[config.mk]
export PLATFORM = sky130hd
export DESIGN_NAME = sr_bank_writer_flat
export DESIGN_NICKNAME = d
export VERILOG_FILES = /design/src/rtl/sr_pkg.sv /design/src/rtl/sr_bank_writer_if.sv /design/src/rtl/sr_bit_encoder.sv /design/src/rtl/sr_bank_writer.sv /design/src/flat_wrapper.sv
export SDC_FILE = /design/constraint.sdc
export NUM_CORES = 1
export LEC_CHECK = 0
export ABC_CLOCK_PERIOD_IN_PS = 1880
export CAP_MARGIN = 40
export CORE_ASPECT_RATIO = 1.1
export CORE_MARGIN = 2
export CORE_UTILIZATION = 45
export DETAILED_ROUTE_END_ITERATION = 8
export GPL_ROUTABILITY_DRIVEN = 0
export PLACE_DENSITY = 0.78
export SETUP_SLACK_MARGIN = 0.3
export SLEW_MARGIN = 10
export SYNTH_ARGS = -nofsm -noshare
export SYNTH_HDL_FRONTEND = slang
export SYNTH_SLANG_ARGS = --single-unit
[constraint.sdc]
create_clock -name clk -period 1.88 [get_ports clk]
set_clock_uncertainty 0.2 [all_clocks]
set_input_delay 0.47 -clock clk [delete_from_list [all_inputs] [get_ports clk]]
set_output_delay 0.47 -clock clk [all_outputs]
set_load 0.02 [all_outputs]
[src/rtl/sr_pkg.sv]
// Shared constants and types for the SR bank write controller.
// {S,R} pair encoding matches an active-low (NAND-style) SR cell.
package sr_pkg;

  localparam logic [1:0] SR_SET     = 2'b01;
  localparam logic [1:0] SR_RESET   = 2'b10;
  localparam logic [1:0] SR_HOLD    = 2'b11;
  localparam logic [1:0] SR_INVALID = 2'b00;

  typedef enum logic [1:0] {
    IDLE,
    DRIVE,
    SETTLE,
    CHECK
  } sr_wr_state_t;

  // Width of a down-counter that must hold the larger of two phase lengths.
  function automatic int unsigned cnt_width(input int unsigned a, input int unsigned b);
    int unsigned m;
    m = (a > b) ? a : b;
    return (m < 1) ? 1 : $clog2(m + 1);
  endfunction

endpackage

[src/rtl/sr_bank_writer_if.sv]
// Request handshake, SR bank drive and readback signals for sr_bank_writer.
// slave = the write controller, master = requester plus the SR bank.
interface sr_bank_writer_if #(
  parameter int unsigned WIDTH = 8
);

  logic             req_valid;
  logic             req_ready;
  logic [WIDTH-1:0] req_data;
  logic [WIDTH-1:0] req_mask;
  logic [WIDTH-1:0] sr_s;
  logic [WIDTH-1:0] sr_r;
  logic             sr_en;
  logic [WIDTH-1:0] sr_q;
  logic             done;
  logic             err;
  logic [WIDTH-1:0] err_bits;

  modport slave (
    input  req_valid,
    input  req_data,
    input  req_mask,
    input  sr_q,
    output req_ready,
    output sr_s,
    output sr_r,
    output sr_en,
    output done,
    output err,
    output err_bits
  );

  modport master (
    output req_valid,
    output req_data,
    output req_mask,
    output sr_q,
    input  req_ready,
    input  sr_s,
    input  sr_r,
    input  sr_en,
    input  done,
    input  err,
    input  err_bits
  );

endinterface

[src/rtl/sr_bit_encoder.sv]
// Maps one target bit to its {S,R} excitation pair.
// Only SET, RESET or HOLD can come out; INVALID is unreachable by construction.
module sr_bit_encoder
  import sr_pkg::*;
(
  input  logic       i_data,
  input  logic       i_mask,
  input  logic       i_drive,
  output logic [1:0] o_pair
);

  always_comb begin
    o_pair = SR_HOLD;
    if (i_drive && i_mask) begin
      o_pair = i_data ? SR_SET : SR_RESET;
    end
  end

endmodule

[src/rtl/sr_bank_writer.sv]
// Write-side controller for a bank of SR cells: timed enable pulse, HOLD settle, readback.
// Define SR_READBACK_CHECK_EN to compare sr_q against the written word in CHECK.
module sr_bank_writer
  import sr_pkg::*;
#(
  parameter int unsigned WIDTH         = 8,
  parameter int unsigned PULSE_CYCLES  = 2,
  parameter int unsigned SETTLE_CYCLES = 1
) (
  input logic              clk,
  input logic              rst_n,
  sr_bank_writer_if.slave  bus
);

  localparam int unsigned CntW = cnt_width(PULSE_CYCLES, SETTLE_CYCLES);
  localparam logic [CntW-1:0] PulseLoad  = CntW'(PULSE_CYCLES - 1);
  localparam logic [CntW-1:0] SettleLoad = CntW'(SETTLE_CYCLES - 1);

  sr_wr_state_t     r_state, w_state_d;
  logic [CntW-1:0]  r_cnt, w_cnt_d;
  logic [WIDTH-1:0] r_data, w_data_d;
  logic [WIDTH-1:0] r_mask, w_mask_d;

  logic             r_req_ready;
  logic [WIDTH-1:0] r_sr_s, r_sr_r;
  logic             r_sr_en;
  logic             r_done;
  logic             r_err;
  logic [WIDTH-1:0] r_err_bits;

  logic             w_accept;
  logic             w_drive;
  logic [WIDTH-1:0] w_sr_s_d, w_sr_r_d;
  logic [WIDTH-1:0] w_err_bits_d;

  assign w_accept = bus.req_valid && r_req_ready;

  always_comb begin
    w_state_d = r_state;
    w_cnt_d   = r_cnt;
    w_data_d  = r_data;
    w_mask_d  = r_mask;
    unique case (r_state)
      IDLE: begin
        if (w_accept) begin
          w_data_d  = bus.req_data;
          w_mask_d  = bus.req_mask;
          w_cnt_d   = PulseLoad;
          w_state_d = DRIVE;
        end
      end
      DRIVE: begin
        if (r_cnt == '0) begin
          w_cnt_d   = SettleLoad;
          w_state_d = SETTLE;
        end else begin
          w_cnt_d = r_cnt - 1'b1;
        end
      end
      SETTLE: begin
        if (r_cnt == '0) begin
          w_cnt_d   = '0;
          w_state_d = CHECK;
        end else begin
          w_cnt_d = r_cnt - 1'b1;
        end
      end
      CHECK: begin
        w_state_d = IDLE;
      end
      default: begin
        w_state_d = IDLE;
      end
    endcase
  end

  // Outputs are registered from the next state so they align with the state register.
  assign w_drive = (w_state_d == DRIVE);

  for (genvar i = 0; i < WIDTH; i++) begin : g_enc
    logic [1:0] w_pair;
    sr_bit_encoder u_enc (
      .i_data  (w_data_d[i]),
      .i_mask  (w_mask_d[i]),
      .i_drive (w_drive),
      .o_pair  (w_pair)
    );
    assign w_sr_s_d[i] = w_pair[1];
    assign w_sr_r_d[i] = w_pair[0];
  end

`ifdef SR_READBACK_CHECK_EN
  // Bank output has been stable for the whole settle window when CHECK is entered.
  assign w_err_bits_d = (w_state_d == CHECK) ? ((bus.sr_q ^ r_data) & r_mask) : '0;
`else
  assign w_err_bits_d = '0;
`endif

  always_ff @(posedge clk) begin
    if (!rst_n) begin
      r_state     <= IDLE;
      r_cnt       <= '0;
      r_data      <= '0;
      r_mask      <= '0;
      r_req_ready <= 1'b1;
      r_sr_s      <= '1;
      r_sr_r      <= '1;
      r_sr_en     <= 1'b0;
      r_done      <= 1'b0;
      r_err       <= 1'b0;
      r_err_bits  <= '0;
    end else begin
      r_state     <= w_state_d;
      r_cnt       <= w_cnt_d;
      r_data      <= w_data_d;
      r_mask      <= w_mask_d;
      r_req_ready <= (w_state_d == IDLE);
      r_sr_s      <= w_sr_s_d;
      r_sr_r      <= w_sr_r_d;
      r_sr_en     <= w_drive;
      r_done      <= (w_state_d == CHECK);
      r_err       <= |w_err_bits_d;
      r_err_bits  <= w_err_bits_d;
    end
  end

  assign bus.req_ready = r_req_ready;
  assign bus.sr_s      = r_sr_s;
  assign bus.sr_r      = r_sr_r;
  assign bus.sr_en     = r_sr_en;
  assign bus.done      = r_done;
  assign bus.err       = r_err;
  assign bus.err_bits  = r_err_bits;

  a_no_invalid_pair : assert property (@(posedge clk) disable iff (!rst_n)
    ((~r_sr_s & ~r_sr_r) == '0));
  a_en_only_in_drive : assert property (@(posedge clk) disable iff (!rst_n)
    r_sr_en |-> (r_state == DRIVE));
  a_err_with_done : assert property (@(posedge clk) disable iff (!rst_n)
    r_err |-> r_done);
  a_ready_only_idle : assert property (@(posedge clk) disable iff (!rst_n)
    r_req_ready |-> (r_state == IDLE));

endmodule
[src/flat_wrapper.sv]
// flat-port wrapper written by rule: the top's interface ports become plain ports
module sr_bank_writer_flat import sr_pkg::*;
#(
  parameter int unsigned WIDTH         = 8,
  parameter int unsigned PULSE_CYCLES  = 2,
  parameter int unsigned SETTLE_CYCLES = 1
)
  (clk, rst_n, bus_req_valid, bus_req_data, bus_req_mask, bus_sr_q, bus_req_ready, bus_sr_s, bus_sr_r, bus_sr_en, bus_done, bus_err, bus_err_bits);
  sr_bank_writer_if #(.WIDTH(WIDTH)) bus_i ();
  input logic clk;
  input logic rst_n;
  input wire logic [$bits(bus_i.req_valid)-1:0] bus_req_valid;
  input wire logic [$bits(bus_i.req_data)-1:0] bus_req_data;
  input wire logic [$bits(bus_i.req_mask)-1:0] bus_req_mask;
  input wire logic [$bits(bus_i.sr_q)-1:0] bus_sr_q;
  output wire logic [$bits(bus_i.req_ready)-1:0] bus_req_ready;
  output wire logic [$bits(bus_i.sr_s)-1:0] bus_sr_s;
  output wire logic [$bits(bus_i.sr_r)-1:0] bus_sr_r;
  output wire logic [$bits(bus_i.sr_en)-1:0] bus_sr_en;
  output wire logic [$bits(bus_i.done)-1:0] bus_done;
  output wire logic [$bits(bus_i.err)-1:0] bus_err;
  output wire logic [$bits(bus_i.err_bits)-1:0] bus_err_bits;
  assign bus_i.req_valid = bus_req_valid;
  assign bus_i.req_data = bus_req_data;
  assign bus_i.req_mask = bus_req_mask;
  assign bus_i.sr_q = bus_sr_q;
  assign bus_req_ready = bus_i.req_ready;
  assign bus_sr_s = bus_i.sr_s;
  assign bus_sr_r = bus_i.sr_r;
  assign bus_sr_en = bus_i.sr_en;
  assign bus_done = bus_i.done;
  assign bus_err = bus_i.err;
  assign bus_err_bits = bus_i.err_bits;
  sr_bank_writer #(.WIDTH(WIDTH), .PULSE_CYCLES(PULSE_CYCLES), .SETTLE_CYCLES(SETTLE_CYCLES)) u_core (.clk(clk), .rst_n(rst_n), .bus(bus_i));
endmodule
==> results.ini, run 1 <==
[run_status]
run_status=completed

[placed_design]
hpwl_um=2240
preCtsSetupSlack_ns=-0.191
io_buffer_count=37

[logic_synthesis]
synth-seq-area-share_pct=45.8
yosysTopAreaCellShare_pct=45.8
ys_seq_elements=39
synth_top_area_cell=dfxtp_1
syn_inst=190
syn_area_mm2=0.00170
ys_warn_count=0
ys_top_cells_by_area=dfxtp_1, nand2_1, nor3b_1
synth.distinct_cells=31
syn_area_per_cell_um2=8.97

[drt]
drtAntennaViolNets=0
routedWlPerCell_um=13.1
viasPerCell=5.02
via_count=1447
drc_errors=0
drt_wl_total_um=3780
drt-initial-drc-count=91
dr.pass1.iters=4

[finish]
fillers=327
post-route-util_pct=63.4
final_nets=268
syn_to_final_growth_pct=34.9
antenna_cells=0
mostFrequentLayoutCells=nand2_1, dfxtp_1, nand3_1, clkdlybuf4s50_1
drive_gt1_share_pct=25.2
final_common_cell=nand2_1

[power]
p_per_area_mw_per_mm2=1310
pwr-share-seq_pct=36.7
swShare_pct=36.5
internal_power_mw=1.92
peakVddDrop_mv=0.604
comb_power_share_pct=43.2
p_clk_share_pct=20.1
power_mw=3.02
p_switching_mw=1.10
power.leakage_nw=0.914

[hold_path]
hold_class=flip-flop to flip-flop

[worst_setup_path]
cp-start-kind=flip-flop
required_ns=1.86
endpoint_kind=flip-flop
crit_type=flip-flop to flip-flop
cp_max_fo=4
critPathArrivalTime_ns=1.58

[timing]
timing.hold.ws_ns=0.272
setup_ws_ns=0.277
setup_viol=0
hold_viol=0
rsz0062_at_grt=true
timing.final.crit_share_pct=85.3
drv_slew=0
finalCriticalPeriod_ns=1.60
max_freq_mhz=624
setup_tns_ns=0

[clock_network]
clk_pin_slew_ns=0.07
cts_buffers=5
root_buffer=clkbuf_8
cts_tree=yes
cts_sinks=39
htree_levels=2
clk_latency_ns=0.29
clockBufferDepth=2
hold_buffers=0

[floorplanning]
core_area_mm2=0.00363
row_count=23
dieArea_mm2=0.00430
die_w_um=62.7
ios=55
initial_core_util_pct=47.0
die_h_um=68.5

[global_routing]
grt_pass1_wl_um=6020
grt_overflow=0
antenna_found_initial=0
grt_usage_pct=18.3
grt_start_max_net_pins=25
grt_pass1_vias=1371

[flow_run]
maxCapViolCount=0

metal layers:
metal | vias up | GRT usage [%] | wire length [um]
met5 | - | 0 | 0
met4 | 0 | 7.50 | 55
met3 | 6 | 5.19 | 189
met2 | 44 | 33.9 | 2020
met1 | 672 | 20.1 | 1520
li1 | 725 | - | -
final cells by class:
class                      count  area, um^2  area share [%]
tap                           50        62.6            2.72
multi-input combinational    139         918            40.0
clock buffer                   8         100            4.35
timing repair buffer          49         407            17.7
sequential                    39         790            34.3
inverter                       3        21.3           0.925
timing repair:
item,CTS,global route
resized for setup,62,38
cloned,3,0
setup endpoints to repair,55,52
buffers inserted,1,1
pin swaps,3,1
hold endpoints to repair,0,0
state kept, by name (all words and copies together), names as in the netlist:
signal / count
u_core.bus.sr_s: 8
u_core.r_data: 8
u_core.bus.sr_r: 8
u_core.r_cnt: 2
u_core.bus.sr_en: 1
u_core.r_state: 2
u_core.bus.req_ready: 1
u_core.bus.done: 1
u_core.r_mask: 8
worst paths after layout:
check	from	to	slack, ns	depth (start not counted)
setup / recovery	u_core.r_state[1]	u_core.r_state[1]	0.28	6
hold / removal	u_core.r_mask[1]	u_core.r_mask[1]	0.27	2
setup reg to reg	u_core.r_state[1]	u_core.r_state[1]	0.28	6
hold reg to reg	u_core.r_mask[1]	u_core.r_mask[1]	0.27	2
power by group through the flow:
stage / Clock, mW / Combinational (mW) / Sequential (mW)
global route: 0.655 / 1.42 / 1.13
detailed placement: 0 / 1.03 / 1.09
CTS: 0.624 / 1.18 / 1.08
global placement: 0 / 1.01 / 1.08
floorplan: 0 / 0.733 / 1.13
finish: 0.607 / 1.30 / 1.11
through the flow:
stage,instance area [um^2],instances
after floorplan,1740,198
after global placement,2090,275
after detailed placement,2090,275
after CTS,2300,287
after global routing,2300,288
final,2300,288
synth_stat cells:
master / instances
nand2_1: 49
dfxtp_1: 39
nand3_1: 16
nor3b_1: 14
a21boi_1: 13
buf_4: 11
o21ai_0: 8
a21oi_1: 4
clkbuf_1: 4
ha_1: 4
buf_6: 3
inv_1: 3
nor2b_1: 3
and2_1: 2
a21boi_0: 1
a31o_4: 1
and3_1: 1
buf_12: 1
conb_1: 1
mux2i_1: 1
mux2i_2: 1
nand2b_1: 1
nand3b_4: 1
nor2_1: 1
nor2_2: 1
nor4_2: 1
o21bai_1: 1
o221a_2: 1
o311a_1: 1
o311ai_0: 1
o31ai_1: 1
worst max-delay path, cell delays in order (launching register included):
cell,delay (ns)
dfxtp_4,0.38
inv_6,0.05
ha_4,0.16
buf_4,0.13
o31ai_1,0.29
a21oi_1,0.12
and2_1,0.17
logic make-up after synthesis:
logic type      count (synthesis)  share of synthesized area (%)
fa+ha+maj                       4                           2.94
flops                          39                           45.8
buf+inv                        22                           9.54
other cells                     1                          0.220
mux                             2                           1.39
simple gates                   90                           26.7
compound gates                 32                           13.4
Note: power is estimated with default switching activity, not from simulation.
==> inputs of run 2 (changes only) <==
- CORE_MARGIN: 2 -> unset
==> run 2 against run 1 <==
  * Register-to-register slack worse by 0.06 ns
  * Combinational power is 18% higher
  * Global-route usage grew 2.3 points
  * Via count up 4.1%
  * Critical endpoint is now u_core.bus.sr_r[4]
  * Largest power group unchanged
==> results.ini, run 2 (synthesis results as in run 1) <==
[run_status]
run_status=completed

[floorplanning]
die_h_um=66.5
dieArea_mm2=0.00404
ios=55
core_area_mm2=0.00363
die_w_um=60.7
row_count=23
initial_core_util_pct=47.0

[hold_path]
hold_class=flip-flop to flip-flop

[placed_design]
hpwl_um=2090
preCtsSetupSlack_ns=-0.194
io_buffer_count=37

[drt]
drt-initial-drc-count=54
drc_errors=0
via_count=1506
drt_wl_total_um=4060
dr.pass1.iters=4
routedWlPerCell_um=13.9
viasPerCell=5.16
drtAntennaViolNets=0

[timing]
timing.final.crit_share_pct=88.3
drv_slew=0
timing.hold.ws_ns=0.270
rsz0062_at_grt=true
max_freq_mhz=602
setup_ws_ns=0.219
hold_viol=0
finalCriticalPeriod_ns=1.66
setup_viol=0

[worst_setup_path]
cp-start-kind=flip-flop
cp.buffers_inverters=2
endpoint_kind=flip-flop
cp_cell_sequence=inv_6, ha_4, nand3_2, buf_12, nor3b_1, o21ai_2
required_ns=1.85
crit_type=flip-flop to flip-flop
critPathArrivalTime_ns=1.63
max_stage_delay_ns=0.37
cp_max_fo=19
cp_slowest_cell=dfxtp_4
path_delay_family=simple AND/OR/NAND/NOR gates

[clock_network]
cts_sinks=39
clk_latency_ns=0.28
cts_tree=yes
clockBufferDepth=2
htree_levels=2
root_buffer=clkbuf_8
hold_buffers=0
cts_buffers=5
clk_pin_slew_ns=0.07

[power]
power_mw=3.22
power.leakage_nw=0.978
peakVddDrop_mv=1.05
p_per_area_mw_per_mm2=1310

[global_routing]
grt_pass1_wl_um=6110
grt_start_max_net_pins=25
grt_pass1_vias=1377
grt_usage_pct=20.5
grt_overflow=0
antenna_found_initial=0

[finish]
antenna_cells=0
final_common_cell=nand2_1
drive_gt1_share_pct=33.1
mostFrequentLayoutCells=nand2_1, dfxtp_1, clkbuf_2
syn_to_final_growth_pct=43.6
final_nets=273

[flow_run]
maxCapViolCount=0

run 2: cell type report:
type	count	area (um^2)
clock inverter	1	5.00
multi-input combinational	139	1000
inverter	3	23.8
timing repair buffer	54	482
fill	300	1180
sequential	39	788
clock buffer	6	82.6
tap	50	62.6
run 2: worst paths after layout:
path | slack (ns) | startpoint | cells past startpoint | to
worst min-delay path | 0.27 | u_core.r_mask[0] | 2 | u_core.r_mask[0]
worst min register to register | 0.27 | u_core.r_mask[0] | 2 | u_core.r_mask[0]
worst max-delay path | 0.22 | u_core.r_state[1] | 6 | u_core.bus.sr_r[4]
worst max register to register | 0.22 | u_core.r_state[1] | 6 | u_core.bus.sr_r[4]
run 2: per-layer routing:
layer / vias to the layer above / routed length (um) / GRT usage [%]
met2: 47 / 2190 / 35.6
met5: - / 0 / 0
met1: 722 / 1650 / 22.7
li1: 731 / - / -
met3: 6 / 170 / 5.83
met4: 0 / 55 / 9.66
run 2: stage by stage:
stage	utilization [%]	instances	area [um^2]	setup TNS (ns)
after floorplan	-	198	1740	0
after global placement	58.3	275	2110	-3.56
after detailed placement	58.3	275	2110	-4.11
after CTS	66.0	290	2390	0
after global routing	67.5	292	2450	0
final	67.5	292	2450	0
run 2: worst reg2reg max path, stage by stage, from the launching register on:
cell and delay, ns:
dfxtp_4 0.37, inv_6 0.09, ha_4 0.15, nand3_2 0.11, buf_12 0.18, nor3b_1 0.33
o21ai_2 0.11
run 2: power breakdown:
part           internal, mW  switching (mW)
clock                 0.288           0.279
sequential            0.985           0.134
combinational         0.746           0.785
total                  2.02            1.20
run 2: what timing repair did:
action / CTS / global route
pin swaps: 3 / 5
setup buffers: 5 / 2
setup endpoints to repair: 55 / 55
resized for setup: 55 / 56
gates cloned: 3 / 0
